File: config.mk
export PLATFORM = sky130hd
export DESIGN_NAME = reg_file_ba
export DESIGN_NICKNAME = d
export VERILOG_FILES = /design/src/rtl/reg_file_ba.sv
export SDC_FILE = /design/constraint.sdc
export NUM_CORES = 1
export LEC_CHECK = 0
export CAP_MARGIN = 10
export CORE_AREA = 3 3 245 247
export CTS_BUF_LIST = sky130_fd_sc_hd__clkbuf_2
export DETAILED_ROUTE_END_ITERATION = 12
export DIE_AREA = 0 0 248 250
export PLACE_DENSITY = 0.63
export SLEW_MARGIN = 20
export SYNTH_ARGS = -nofsm -noshare
export SYNTH_HDL_FRONTEND = slang
export SYNTH_SLANG_ARGS = --single-unit
File: constraint.sdc
create_clock -name clk -period 4 [get_ports clk]
set_clock_uncertainty 0.05 [all_clocks]
set_input_delay 0.8 -clock clk [delete_from_list [all_inputs] [get_ports clk]]
set_output_delay 0.8 -clock clk [all_outputs]
set_load 0.05 [all_outputs]
File: src/rtl/reg_file_ba.sv
// General-purpose register file: one write port, two registered read ports with
// BaOut zeroing of R0, optional write-to-read bypass and a one-register-per-cycle clear sweep.
module reg_file_ba #(
    parameter int WIDTH         = 32,
    parameter int NUM_REGS      = 16,
    parameter bit ZERO_R0_ON_BA = 1'b1,
    parameter bit BYPASS        = 1'b1,
    localparam int AW           = $clog2(NUM_REGS)
) (
    input  logic             clk,
    input  logic             clr,
    input  logic             we,
    input  logic [AW-1:0]    waddr,
    input  logic [WIDTH-1:0] wdata,
    input  logic [AW-1:0]    raddr_a,
    input  logic             ba_out_a,
    output logic [WIDTH-1:0] rdata_a,
    input  logic [AW-1:0]    raddr_b,
    input  logic             ba_out_b,
    output logic [WIDTH-1:0] rdata_b,
    input  logic             init,
    output logic             busy,
    output logic             wr_drop,
    output logic             state_dbg
);

    typedef enum logic {
        IDLE  = 1'b0,
        SWEEP = 1'b1
    } state_t;

    state_t            state;
    state_t            state_nxt;
    logic [AW-1:0]     idx;
    logic [AW-1:0]     idx_nxt;
    logic [WIDTH-1:0]  regs [NUM_REGS];
    logic              waddr_ok;
    logic              we_acc;
    logic [WIDTH-1:0]  rd_nxt_a;
    logic [WIDTH-1:0]  rd_nxt_b;
    logic              last_idx;

    assign waddr_ok  = (32'(waddr) < NUM_REGS);
    assign we_acc    = we && (state == IDLE) && waddr_ok;
    assign last_idx  = (idx == AW'(NUM_REGS - 1));
    assign busy      = (state == SWEEP);
    assign state_dbg = state;

    // Priority: out of range, then BaOut zeroing of R0, then bypass, then stored value.
    function automatic logic [WIDTH-1:0] read_port(
        input logic [AW-1:0]    ra,
        input logic             ba,
        input logic [WIDTH-1:0] stored,
        input logic             acc,
        input logic [AW-1:0]    wa,
        input logic [WIDTH-1:0] wd
    );
        logic [WIDTH-1:0] r;
        r = stored;
        if (32'(ra) >= NUM_REGS) begin
            r = '0;
        end else if (ZERO_R0_ON_BA && (ra == '0) && ba) begin
            r = '0;
        end else if (BYPASS && acc && (wa == ra)) begin
            r = wd;
        end
        return r;
    endfunction

    always_comb begin
        rd_nxt_a = '0;
        rd_nxt_b = '0;
        rd_nxt_a = read_port(raddr_a, ba_out_a, regs[raddr_a], we_acc, waddr, wdata);
        rd_nxt_b = read_port(raddr_b, ba_out_b, regs[raddr_b], we_acc, waddr, wdata);
    end

    always_comb begin
        state_nxt = state;
        idx_nxt   = idx;
        case (state)
            IDLE: begin
                if (init) begin
                    state_nxt = SWEEP;
                    idx_nxt   = '0;
                end
            end
            SWEEP: begin
                idx_nxt = idx + AW'(1);
                if (last_idx) begin
                    state_nxt = IDLE;
                    idx_nxt   = '0;
                end
            end
            default: begin
                state_nxt = IDLE;
                idx_nxt   = '0;
            end
        endcase
    end

    always_ff @(posedge clk or negedge clr) begin
        if (!clr) begin
            state <= IDLE;
            idx   <= '0;
        end else begin
            state <= state_nxt;
            idx   <= idx_nxt;
        end
    end

    // The sweep owns the array while it runs; writes are refused, not queued.
    always_ff @(posedge clk or negedge clr) begin
        if (!clr) begin
            for (int i = 0; i < NUM_REGS; i++) begin
                regs[i] <= '0;
            end
        end else begin
            if (state == SWEEP) begin
                regs[idx] <= '0;
            end else if (we_acc) begin
                regs[waddr] <= wdata;
            end
        end
    end

    always_ff @(posedge clk or negedge clr) begin
        if (!clr) begin
            rdata_a <= '0;
            rdata_b <= '0;
            wr_drop <= 1'b0;
        end else begin
            rdata_a <= rd_nxt_a;
            rdata_b <= rd_nxt_b;
            wr_drop <= we && (state == SWEEP);
        end
    end

endmodule

# After elaboration in Yosys (flattened, before gate mapping)
# Cells that the tools add are included.
# classes
add_sub_neg	1
magnitude_cmp	6
n_eq_ne	4
mux	23
bitwise_logic	7
reduce_logical	11
# ops
operator	count
512-bit 2-to-1 mux	2
512-bit AND	1
512-bit bitwise mux	1
512-bit inverter	1
32-bit 2-to-1 mux	10
32-bit binary-select mux with 4-bit select	2
32-bit demux with 4-bit select	2
5-bit greater-or-equal comparator (second input constant)	4
4-bit inverter with 5-bit output	4
5-bit by 1-bit < comparator with 1-bit output (second input constant)	2
4-bit equality test	2
1-bit logical AND	8
4-bit zero test	2
4-bit 2-to-1 mux	2
4-bit one-hot mux with 2 select lines	1
4-bit by 1-bit adder with 4-bit output (second input constant)	1
4-bit equality test (second input constant)	1
1-bit 2-to-1 mux	2
2-bit inequality test (second input constant)	1
1-bit one-hot mux with 2 select lines	1
2-bit nonzero test	1
1-bit inverter	1
# totals
ff_bits	582
output_inout_bits	67

# Logic depth before layout (Yosys ltp)
# depth
word_depth	8
mapped_depth	8

# Least setup slack after synthesis
# Ideal clock, no wire load.
# synth_timing
path_kind	input -> register
from	input port raddr_a[2]
to	register rdata_a[10]
setup_time_ns	0.142
t_arrival_ns	2.318
t_required_ns	3.808
path_slack_ns	1.490
cell_stages	6
path_buffers	3
cell_sequence	buf_2 buf_2 clkbuf_1 mux4_2 a2111oi_0 a211oi_1
# synth_between
elab_chain_len	6
word_cells_on_any_way	10
classes_between	1 x eq/ne; 5 x mux; 1 x bitwise; 3 x reduce/logical
# synth_lines
element	line_no	source
start, declared	15	input logic [AW-1:0] raddr_a,
4-bit inverter with 5-bit output (implied by the code)	73	rd_nxt_a = read_port(raddr_a, ba_out_a, regs[raddr_a], we_acc, waddr, wdata);
32-bit binary-select mux with 4-bit select	73	
32-bit 2-to-1 mux (implied by the code) (2 in series)	73	
32-bit 2-to-1 mux	64	end else if (BYPASS && acc && (wa == ra)) begin
32-bit 2-to-1 mux *	62	end else if (ZERO_R0_ON_BA && (ra == '0) && ba) begin
via rd_nxt_a[10]	39	logic [WIDTH-1:0] rd_nxt_a;
end signal, assigned	132	rdata_a <= rd_nxt_a;
end, declared	17	output logic [WIDTH-1:0] rdata_a,
# The timed path passes the listed nets; every way through them passes the cells marked *. The select of a mux whose other input is x is not followed.
# A chain may end at the register's enable or synchronous reset.

# Worst setup path after layout
# layout_timing
from	register state (netlist: busy)
to	output port state_dbg
# layout_rtl
element	line_no	source
start, declared	32	state_t state;
start signal, assigned	106	state <= state_nxt;
end, declared	24	output logic state_dbg
# No word-level cell between the ends.

==> summary.txt <==
Logic synthesis
  – Count leader, synth: dfrtp_1
  – Yosys reg bits: roughly 580
  – Synthesized Nets: about 2,300
  – Syn Std Cell Area: approximately 29,000 um^2
  – Cell count after synthesis: about 2,300
  – Ys Warns: 0
  – Synth Flop Type: dfrtp_1
  – Synth unique cells: 44
  – Area contributors post-synth: dfrtp_1 50%, a22o_1 15%, mux4_2 10%
  – EDFF count, synth: 0
  – Top cell type by total area after synthesis: dfrtp_1
  – Syn avg cell area: ~13 um^2
  – Top cells by count, synth: 582 x dfrtp_1, 512 x a22o_1, 256 x mux2i_1
  – Synth top area share: 50.3%
  – Seq/Total Area, Yosys: 50.3%
  – Post-synth ARST share: 100%

Global route
  – Initial antenna violation count: 5
  – Tot GR Track Use: a little over a third
  – Vias in the first global route: roughly 24,000
  – Global-route wire length before repair: 163,000 um
  – GR Overflow Total: 0
  – Largest net degree at the start of global routing: 82

Clock network
  – Clock Sinks: a little under 600
  – Clk_lat worst skew: 1.37 ns
  – Root Driver: clkbuf_2
  – Longest Clk Path Bufs: 3
  – Post-CTS resize count: 0
  – CTS tree: yes
  – Hold buffer count at cts: 7
  – Setup bufs post-CTS: 0
  – Worst-path clk slew: around 0.10 ns
  – Clock buffer count from CTS: between 150 and 200
  – H-tree Lvls: 4

Route
  – Wire length per cell: between 30 and 40 um
  – Vias/cell: roughly 7.4
  – Routed WL: 111,000 um
  – Post-DRT Antenna Nets: 0
  – TritonRoute pass-1 iters: 5
  – Starting DRT DRC Count: roughly 2,900
  – Vias: between 20,000 and 25,000
  – # DRC: 0

Run status
  – Status: completed

Die
  – Die area: 62,000 um^2
  – Initial Util: 50.1%
  – Core area: slightly below 60,000 um^2
  – Die span in x: 248 um
  – I/O pin cnt: approximately 120
  – Num rows: 88
  – Die height: between 200 and 300 um

Cells and area
  – Share of post-route cells with drive strength above 1: between 20 and 25%
  – Area Overhead vs Synth: 13.5%
  – Layout Utilization: a little under three fifths
  – Nets@finish: between 2,000 and 2,500
  – Filler instances: around 4,800
  – Multi-input gate area: about 13,000 um^2
  – Register area: roughly 15,000 um^2

STA
  – Post-route setup slack: approximately 0.2 ns
  – Setup tns final: 0 ns
  – Hold Fails Final Rpt: 0
  – Worst-Margin Slew: between 0.9 and 1 ns
  – Final Cycle Share: between 90% and 100%
  – Slew headroom: between 30% and 40%
  – Max-slew violations: 0
  – Upper clock frequency limit: roughly 0.26 GHz
  – RSZ-0062 raised after global routing: no
  – Final Setup Violations: 0
  – Tmin final: about 3.8 ns

Pwr
  – Power per Cell Area: between 400 and 500 nW/um^2
  – Leak Pwr: 15.0 nW
  – Max VDD drop: approximately 0.00030 V

Hold path
  – Worst Hold Class: in2reg

Placement
  – Setup WS pre-CTS: roughly 0.67 ns
  – Gpl congestion: just under 0.9
  – Dpl hpwl: 63,400 um
  – Port-buffer cells: about 120

Setup path
  – Setup slack, reg-to-reg: 1.36 ns
  – Slowest CP cell: clkdlybuf4s50_1
  – Crit start category: register
  – Buf/Inv on CP: 1
  – Max stage delay on crit path: around 0.9 ns
  – Arr. time, crit path: approximately 3.0 ns
  – Data required time of the worst path: 3.15 ns
  – Crit path cell chain: clkdlybuf4s50_1
  – Worst-path maximum fanout: 21
  – Setup CP Type: reg2out
  – Critical path's top delay family: buffers and inverters
  – CP endpoint kind: output pin

Run
  – MaxCap Viol Count: 0
## layout make-up
type | instances | area share, %
sequential | 582 | 44.3
multi-input combinational | 1372 | 40.7
timing repair buffer | 254 | 7.50
clock buffer | 220 | 3.35
tap | 765 | 2.91
clock inverter | 38 | 1.17
inverter | 3 | 0.0343
antenna | 2 | 0.0152
## path summary, 6_finish.rpt
path / start / to / depth (start not counted)
max in group asynchronous: clr / regs[157]$_DFFE_PN0P_ / 4
min in group asynchronous: clr / regs[72]$_DFFE_PN0P_ / 3
worst max-delay path: busy$_DFF_PN0_ / state_dbg / 1
worst max register to register: busy$_DFF_PN0_ / regs[397]$_DFFE_PN0P_ / 5
worst min-delay path: raddr_b[0] / rdata_b[28]$_DFF_PN0_ / 5
worst min register to register: regs[101]$_DFFE_PN0P_ / regs[101]$_DFFE_PN0P_ / 1
## cells in the final DEF (no fill, tap or decap), types with 4 or more instances in the layout
master	count
o22ai_1	128
nor2_4	12
a2111oi_0	31
clkdlybuf4s50_1	107
buf_4	116
mux4_2	128
o31ai_1	35
dlygate4sd3_1	6
a22o_1	512
and3_1	33
clkbuf_2	220
buf_12	19
xnor2_1	8
ha_1	4
a31oi_1	31
a211oi_1	65
bufinv_16	9
nand2_1	5
clkinv_1	26
nor3_1	32
or3b_2	4
a21oi_4	16
mux2i_1	256
dfrtp_1	582
nand3_1	33
## worst register-to-register path, delay by kind of cell (launching register included)
| family | cells | cell delay (ns) |
|---|---|---|
| flip-flops | 1 | 0.70 |
| AO/OA/AOI/OAI | 2 | 0.75 |
| AND/OR/NAND/NOR | 2 | 0.55 |
| buffers and inverters | 1 | 0.49 |
## metal layers
metal	up-vias	wire length, um	GRT usage, %
li1	9314	-	-
met1	12300	41500	47.1
met2	1818	49600	52.7
met3	418	12700	10.8
met4	8	6670	20.4
met5	-	111	0.795
## stage by stage
step	total power, W	instances	cell area [um^2]	hold slack, ns
5_1_grt	0.0169	3236	32900	0.178
3_5_place_dp	0.0116	2969	31300	0.447
4_1_cts	0.0162	3234	32900	0.0453
2_1_floorplan	0.00985	2259	28900	0.427
3_3_place_gp	0.0115	2969	31300	0.443
6_report	0.0163	3236	32900	0.242
## registers in the layout, indices dropped and copies added, names as in the netlist
| signal | cells |
|---|---|
| regs | 512 |
| rdata_a | 32 |
| rdata_b | 32 |
| idx | 4 |
| busy | 1 |
| wr_drop | 1 |
## kinds of logic (layout without fill, tap and decap cells)
| family | Yosys count | in the layout | share of synthesized area [%] |
|---|---|---|---|
| AOI/OAI and AO/OA | 824 | 824 | 22.9 |
| xor gates and xnor gates | 9 | 9 | 0.272 |
| adders and majority gates | 4 | 4 | 0.173 |
| buffers and inverters | 305 | 515 | 4.51 |
| DFF | 582 | 582 | 50.3 |
| muxes | 386 | 386 | 18.9 |
| other | 0 | 2 | 0 |
| and+or+nand+nor | 149 | 149 | 2.99 |
## power breakdown
group / total [W] / internal (W) / switching, W
logic: 0.00422 / 0.00171 / 0.00251
clock network: 0.00462 / 0.00203 / 0.00258
registers: 0.00743 / 0.00673 / 0.000704
No activity file was read; power rests on OpenSTA's default activity.
==> variant 1: new RTL, same flow settings <==
Set the parameter `NUM_REGS` to 8 (it was 16).
--- a/src/rtl/reg_file_ba.sv
+++ b/src/rtl/reg_file_ba.sv
@@ -2,7 +2,7 @@
 // BaOut zeroing of R0, optional write-to-read bypass and a one-register-per-cycle clear sweep.
 module reg_file_ba #(
     parameter int WIDTH         = 32,
-    parameter int NUM_REGS      = 16,
+    parameter int NUM_REGS      = 8,
     parameter bit ZERO_R0_ON_BA = 1'b1,
     parameter bit BYPASS        = 1'b1,
     localparam int AW           = $clog2(NUM_REGS)
Interface: changed (resized raddr_a, raddr_b and waddr); port bits go from 117 to 114. The function was not compared with the original's and may differ.
==> variant 1 against the original RTL <==
Count of clock-buffer cells in the layout fell by 99; final area shrank 44%; area after synthesis fell by 46%; wire length is 55% lower; first-iteration DRC count shrank 66%; highest routed layer unchanged; power down 32%; largest power group unchanged; sequential cell count shrank 257; hold slack gained 0.12 ns; setup slack improved by 0.41 ns.
==> variant 1: results (changes against the original RTL) <==
- Outcome: complete, no violations
- First-pass GRT wire length: 76.20 mm (-53%)
- Filler cell count in the final layout: 5699 (+18%)
- Crit path max-delay family: buffers and inverters
- CTS Hold Bufs: 1 (-6)
- Cts repair resizes: 0 (unchanged)
- DP Cell Count: 1810 (-39%)
- Clk slew on worst S/H paths: 0.10 ns (about the same)
- Largest area contributor in the netlist: dfrtp_1
- Clock Tree Buf Depth: 3 (unchanged)
- Largest net degree at the start of global routing: 84 (+2.4%)
- Post-DP HPWL: 29.04 mm (-54%)
- Postcts setup bufs: 0 (unchanged)
- H-Tree Level Count: 3 (-1)
- Async SR Flop Fraction: 100.0% (unchanged)
- Post-synth top cells: 325 x dfrtp_1, 320 x a22o_1, 128 x mux4_2
- Final cell count without fillers: 1952 (-40%)
- Rel. slew slack: 37.52% (+0.043 points)
- CP arrival: 2.54 ns (-0.41 ns)
- Vias in the first global route: 11540 (-53%)
- Placer Congestion: 0.7524 (-16%)
- Netlist cell types: 32 (-27%)
- Syn Nets: 1076 (-53%)
- I/O Buffers: 113 (-2.6%)
- Layout cell share with drive strength beyond 1: 32.66% (+11 points)
- Seq/Total Area, Yosys: 52.35% (+2.0 points)
- Clock latency on the worst-skew pair: 0.99 ns (-0.38 ns)
- Biggest regs: regs x256, rdata_a x32, rdata_b x32
- Leakage: 8.161 nW (-46%)
- Crit-path max cell delay: 0.91 ns (about the same)
- Vias: 10880 (-54%)
- Total Routing Usage GR: 16.23% (-20 points)
- DRT Wirelength: 50.09 mm (-55%)
- Drt first-iter violations: 989 (-66%)
- Initial antenna violation count: 3 (-2)
- Max VDD drop: 0.0002746 V (-7.2%)
- Synthesis Warnings: 0 (unchanged)
- TritonCTS buffer count: 84 (-46%)
- Synth top area cells: dfrtp_1 52%, mux4_2 19%, a22o_1 18%
- Syn avg cell area: 15.13 µm² (+18%)
- CP max-delay cell: clkdlybuf4s50_1
- Root buf cell: clkbuf_2
- Max Fanout on Critical Path: 11 (-48%)
- Hold crit path type: primary input to async pin
- Drt pass-1 iters: 5 (unchanged)
- Total Nets Final: 1181 (-51%)
-- variant 1: changes by cell type in the layout (fill, tap and decap cells not counted), moves of 62 or more --
cell and change:
buf_4 -83, a22o_1 -192, dfrtp_1 -257, mux2_2 +62
clkbuf_2 -99, mux2i_1 -255, a211oi_1 -65, o22ai_1 -128
-- variant 1: through the flow --
stage                     area [µm²]  worst slack, ns  hold WS (ns)  utilization, %
after floorplan                15540            1.722        0.4272               -
after global placement         17620           0.9162        0.4441           30.48
after detailed placement       17620           0.8877        0.4499           30.48
after CTS                      18340           0.4553        0.2552           31.73
after global routing           18350           0.4038        0.2959           31.74
final                          18350           0.6096        0.3612           31.74
-- variant 1: kinds of logic (layout without fill, tap and decap cells) --
group           after synthesis  in the layout  synth area share, %
compound gates              331            331                18.47
other cells                   0              2                    0
fa+ha+maj                     2              2               0.1610
buf+inv                     137            295                4.043
xor+xnor                      6              6               0.3382
simple gates                 33             33                1.377
mux                         193            193                23.26
flops                       325            325                52.35
-- variant 1: path summary, 6_finish.rpt --
| check | from | endpoint | slack [ns] | cells after the start |
|---|---|---|---|---|
| hold / removal | clr | rdata_a[21] | 0.36 | 2 |
| setup / recovery | busy | state_dbg | 0.61 | 1 |
| hold reg to reg | regs[96] | regs[96] | 0.47 | 1 |
| min in group clk | init | idx[1] | 0.41 | 2 |
| max in group asynchronous | clr | rdata_b[30] | 2.55 | 3 |
| setup reg to reg | busy | regs[202] | 1.63 | 4 |
-- variant 1: power by group --
group          internal, mW  switching [mW]
clock                 0.864            1.40
sequential             4.14           0.690
combinational          1.80            2.12
-- variant 1: cell type report --
class | count | area [µm²] | area share (%)
sequential | 325 | 8133 | 44.33
clock buffer | 121 | 605.6 | 3.301
clock inverter | 18 | 110.1 | 0.6001
multi-input combinational | 565 | 6965 | 37.96
antenna | 2 | 5.005 | 0.02728
inverter | 2 | 7.507 | 0.04092
timing repair buffer | 154 | 1564 | 8.524
tap | 765 | 957.2 | 5.217
-- variant 1: metal layers --
layer / global-route usage (%) / vias up / routed length (µm)
met5: 0 / - / 11
met4: 4.652 / 2 / 971
met3: 4.685 / 73 / 4459
met2: 26.13 / 580 / 24680
met1: 21.25 / 5839 / 19960
li1: - / 4387 / -
